**config.mk**
```make
export PLATFORM = sky130hd
export DESIGN_NAME = timer_dev
export DESIGN_NICKNAME = d
export VERILOG_FILES = /design/src/rtl/timer_dev.sv
export SDC_FILE = /design/constraint.sdc
export NUM_CORES = 1
export LEC_CHECK = 0
export CAP_MARGIN = 10
export CELL_PAD_IN_SITES_DETAIL_PLACEMENT = 1
export CELL_PAD_IN_SITES_GLOBAL_PLACEMENT = 2
export CORE_MARGIN = 8
export CORE_UTILIZATION = 33
export DETAILED_ROUTE_END_ITERATION = 10
export MAX_ROUTING_LAYER = met4
export PLACE_DENSITY_LB_ADDON = 0.1
export SETUP_SLACK_MARGIN = 0.1
export SYNTH_ARGS = -nofsm -noshare
export SYNTH_HDL_FRONTEND = slang
export SYNTH_SLANG_ARGS = --single-unit
export TNS_END_PERCENT = 5
```
**constraint.sdc**
```tcl
create_clock -name clk -period 2.7 [get_ports clk]
set_input_delay 0.27 -clock clk [delete_from_list [all_inputs] [get_ports clk]]
set_output_delay 0.27 -clock clk [all_outputs]
set_load 0.01 [all_outputs]
```
**src/rtl/timer_dev.sv**
```systemverilog
// Memory-mapped countdown timer on the data-memory bus: CTRL/PRESET/COUNT registers,
// a load/count/expire FSM and a maskable, registered interrupt line.
module timer_dev (
    input  logic        clk,
    input  logic        reset,
    input  logic [1:0]  addr,
    input  logic        we,
    input  logic [3:0]  be,
    input  logic [31:0] wdata,
    output logic [31:0] rdata,
    output logic        irq
);

    typedef enum logic [1:0] {
        IDLE = 2'd0,
        LOAD = 2'd1,
        CNT  = 2'd2,
        INT  = 2'd3
    } state_e;

    localparam logic [1:0] ADDR_CTRL   = 2'd0;
    localparam logic [1:0] ADDR_PRESET = 2'd1;
    localparam logic [1:0] ADDR_COUNT  = 2'd2;

    state_e      state_q, state_d;
    logic [3:0]  ctrl_q, ctrl_d;       // {IM, MODE[1:0], EN}
    logic [31:0] preset_q, preset_d;
    logic [31:0] count_q, count_d;
    logic        if_q, if_d;
    logic        irq_q, irq_d;

    logic        wr_ctrl;
    logic        wr_preset;
    logic        ctrl_en_written;

    assign wr_ctrl         = we && (addr == ADDR_CTRL);
    assign wr_preset       = we && (addr == ADDR_PRESET);
    assign ctrl_en_written = wr_ctrl && be[0];

    // NOTE: every always_comb output gets a default first so no path leaves it unassigned (no latch).
    always_comb begin
        state_d  = state_q;
        ctrl_d   = ctrl_q;
        preset_d = preset_q;
        count_d  = count_q;
        if_d     = if_q;
        irq_d    = if_q & ctrl_q[3];

        if (ctrl_en_written) begin
            ctrl_d = wdata[3:0];
        end
        for (int i = 0; i < 4; i++) begin
            if (wr_preset && be[i]) begin
                preset_d[8*i +: 8] = wdata[8*i +: 8];
            end
        end

        // The FSM always decides from the registered CTRL, even when CTRL is being written.
        case (state_q)
            IDLE: begin
                if (ctrl_q[0]) state_d = LOAD;
            end
            LOAD: begin
                count_d = preset_q;
                state_d = CNT;
            end
            CNT: begin
                if (!ctrl_q[0]) begin
                    state_d = IDLE;
                end else if (count_q > 32'd1) begin
                    count_d = count_q - 32'd1;
                end else begin
                    count_d = '0;
                    state_d = INT;
                end
            end
            INT: begin
                if (ctrl_q[2:1] == 2'b01) begin
                    state_d = LOAD;
                end else begin
                    state_d = IDLE;
                    if (!ctrl_en_written) ctrl_d[0] = 1'b0;
                end
            end
            default: state_d = IDLE;
        endcase

        // Set on INT entry overrides a same-edge clear from a register write.
        if (wr_ctrl || wr_preset) if_d = 1'b0;
        if (state_d == INT && state_q != INT) if_d = 1'b1;
    end

    // NOTE: sequential state uses non-blocking assignments so all registers update together at the edge.
    always_ff @(posedge clk or negedge reset) begin
        if (!reset) begin
            state_q  <= IDLE;
            ctrl_q   <= '0;
            preset_q <= '0;
            count_q  <= '0;
            if_q     <= 1'b0;
            irq_q    <= 1'b0;
        end else begin
            state_q  <= state_d;
            ctrl_q   <= ctrl_d;
            preset_q <= preset_d;
            count_q  <= count_d;
            if_q     <= if_d;
            irq_q    <= irq_d;
        end
    end

    always_comb begin
        rdata = '0;
        case (addr)
            ADDR_CTRL:   rdata = {28'd0, ctrl_q};
            ADDR_PRESET: rdata = preset_q;
            ADDR_COUNT:  rdata = count_q;
            default:     rdata = '0;
        endcase
    end

    assign irq = irq_q;

endmodule

```
==> qor.yml <==
outcome:
  status: "completed"
synthesis:
  syn_avg_cell_area_um2: 9.97
  syn_nets: 456
  ys_ff_latch: 72
  synthFlopType: "dfrtp_1"
  synth.top_cell.area_share: 0.438
  synth_area_um2: 4120
  synth_top_area_cell: "dfrtp_1"
  async_flop_share: 1.00
  yosysSeqAreaShare: 0.438
  syn_inst: 413
  synth-edff-count: 0
  yosys_warnings: 0
  synth_cell_types: 49
  ys_top_cells_by_area: "dfrtp_1, mux2_2, a22o_1, o31ai_1, clkbuf_1"
floorplanning:
  die_y_um: 128
  io_pins: 74
  core-area_um2: 12400
  fp-row-count: 41
  die_area_um2: 16300
  start_util: 0.332
  die_w_um: 128
critical_path:
  worstSetupEndpointType: "flop"
  critical_path_class: "flop to flop"
  r2r_end: "count_q[30]"
  worst_setup_path_start_kind: "flop"
  cp_data_arrival_time_ns: 2.75
  worstReg2RegStart: "count_q[26]"
  reg2reg_slack_ns: 0.21
  crit_fanout: 5
  crit_required_ns: 2.96
  reg2reg_depth: 5
routing:
  viasPerCell: 5.63
  wl_per_cell_um: 20.8
  finalWirelength_mm: 13.9
  first_pass_iters: 4
  drc: 0
  drtIter0Drc: 156
  ant_nets: 0
  vias: 3772
global_route:
  antenna_found_initial: 0
  grt_pass1_wl_mm: 22.9
  grtUsageTotal: 0.184
  first_global_vias: 4105
  grt_overflow: 0
  grt_max_degree: 42
timing:
  final-setup-viol-count: 0
  fin_crit_sh: 0.923
  rsz0062_at_grt: "false"
  skew_ns: 0.00533
  relSlewSlack: 0.516
  hold_violations: 0
  timing.fmax_mhz: 401
  min_period_ns: 2.49
  tightest_slew_ns: 0.726
  final.setup.tns_ns: 0
  maxSlewViolCount: 0
clocking:
  path_clk_slew_ns: 0.06
  clock-sinks: 72
  post_cts_buffers: 0
  clockRootBuffer: "clkbuf_16"
  clock_latency_ns: 0.34
  cts_tree: "built"
  cts_buffer_depth: 2
  numCtsBuffers: 9
  htree_levels: 3
power:
  p_per_area_nw_per_um2: 969
  peakVddDrop_mv: 0.449
  p_total_uw: 5330
  power_leakage_uw: 0.00223
finish:
  area_growth_pct: 33.5
  stdcell_count: 670
  fillers: 1401
  antennaDiodeCount: 0
  drive_gt1_frac: 0.187
  final_design_area_no_fill_um2: 5500
  nNetsFinal: 538
placed_design:
  io_buffer_count: 73
  detailed_place_hpwl_mm: 9.84
  routabilityCongestion: 0.801
  placed_area_um2: 5210
  dp_cells: 655
hold_path:
  hold_path_class: "input pin to asynchronous set/reset pin"
flow_run:
  maxCapViolCount: 0
[state kept, by name, summed over array words and instances, names as in the netlist]
name and flops:
if_q 1, preset_q 32, count_q 32, irq 1, ctrl_q 4, state_q 2
[metrics by stage]
stage | utilization | setup slack, ns | hold slack [ns]
6_report | 0.443 | 0.207 | 0.339
5_1_grt | 0.443 | 0.152 | 0.370
4_1_cts | 0.442 | 0.200 | 0.343
3_5_place_dp | 0.419 | 0.214 | 0.158
3_3_place_gp | 0.419 | 0.256 | 0.160
2_1_floorplan | - | 0.263 | -0.0256
[repair_timing]
| action | CTS | global route |
|---|---|---|
| resized for setup | 0 | 1 |
| hold buffers | 1 | 0 |
| setup endpoints to repair | 0 | 1 |
| endpoints found under the hold margin | 8 | 0 |
[cells in the final DEF, fill, tap and decap left out, types with 9 or more instances in the layout]
cell type        instances
nor3_1                  12
nand4_1                 10
nand3_1                 14
a22o_1                  35
o31ai_1                 16
dfrtp_1                 72
clkdlybuf4s50_1         72
clkbuf_16                9
o21ai_0                 12
nand2_1                 28
or4_1                   11
buf_4                   28
inv_1                   10
nor2_1                  14
a21oi_1                 10
mux2_2                  35
[cell type report]
cell class,count,area (um^2),share of cell area
Inverter,10,37.5,0.00683
Clock buffer,14,274,0.0498
Tap cell,172,215,0.0391
Multi-Input combinational cell,297,2160,0.393
Timing Repair Buffer,105,1010,0.183
Sequential cell,72,1800,0.328
[cell families (layout without fill, tap and decap cells)]
kind of cell             after synthesis  count (layout)  synth area share
AO/OA/AOI/OAI                        121             121             0.226
adder cells (fa/ha/maj)                2               2           0.00608
buffers and inverters                 44             129            0.0407
flip-flops                            72              72             0.438
multiplexers                          40              40             0.108
AND/OR/NAND/NOR                      134             134             0.182
[power by group]
group | switching (uW) | internal [uW]
logic | 1200 | 1100
clock network | 441 | 688
registers | 444 | 1450
[routing by layer]
layer / vias up / routed length, um / global-route usage
met5: - / 0 / -
met2: 73 / 6420 / 0.276
met3: 17 / 444 / 0.0316
met4: 0 / 266 / 0.0699
met1: 1911 / 6820 / 0.243
li1: 1771 / - / -
[cells in the mapped netlist (2+ instances only)]
library cell  instances
dfrtp_1              72
a22o_1               35
mux2_2               35
clkbuf_1             29
nand2_1              28
o31ai_1              16
nand3_1              14
nor2_1               14
nor3_1               12
o21ai_0              12
a21oi_1              11
or4_1                11
inv_1                10
nand4_1              10
nor4_1                9
a22oi_1               8
and3_1                8
o41ai_1               8
or3_1                 8
a31oi_1               5
mux2i_1               5
nor2b_1               5
nand2b_1              4
a221o_1               3
a31o_2                3
buf_1                 3
o211ai_1              3
o2bb2ai_1             3
o31a_1                3
or4_4                 3
and2_1                2
and4_1                2
buf_2                 2
ha_1                  2
[worst max-delay path, stage by stage (launching register included)]
cell,delay (ns)
dfrtp_1,0.42
or4_4,0.54
or4_4,0.44
or4_4,0.50
or4_1,0.41
o211ai_1,0.11
[how the worst max path moves through the flow]
stage                     start          end  slack (ns)  cells after the start
finish              count_q[26]  count_q[30]        0.21                      5
global route        count_q[26]  count_q[30]        0.15                      5
CTS                 count_q[26]  count_q[30]        0.20                      5
detailed placement  count_q[26]  count_q[30]        0.21                      5
global placement    count_q[26]  count_q[30]        0.26                      5
floorplan           count_q[25]  count_q[30]        0.26                      5
Power figures use the tool's default switching activity.
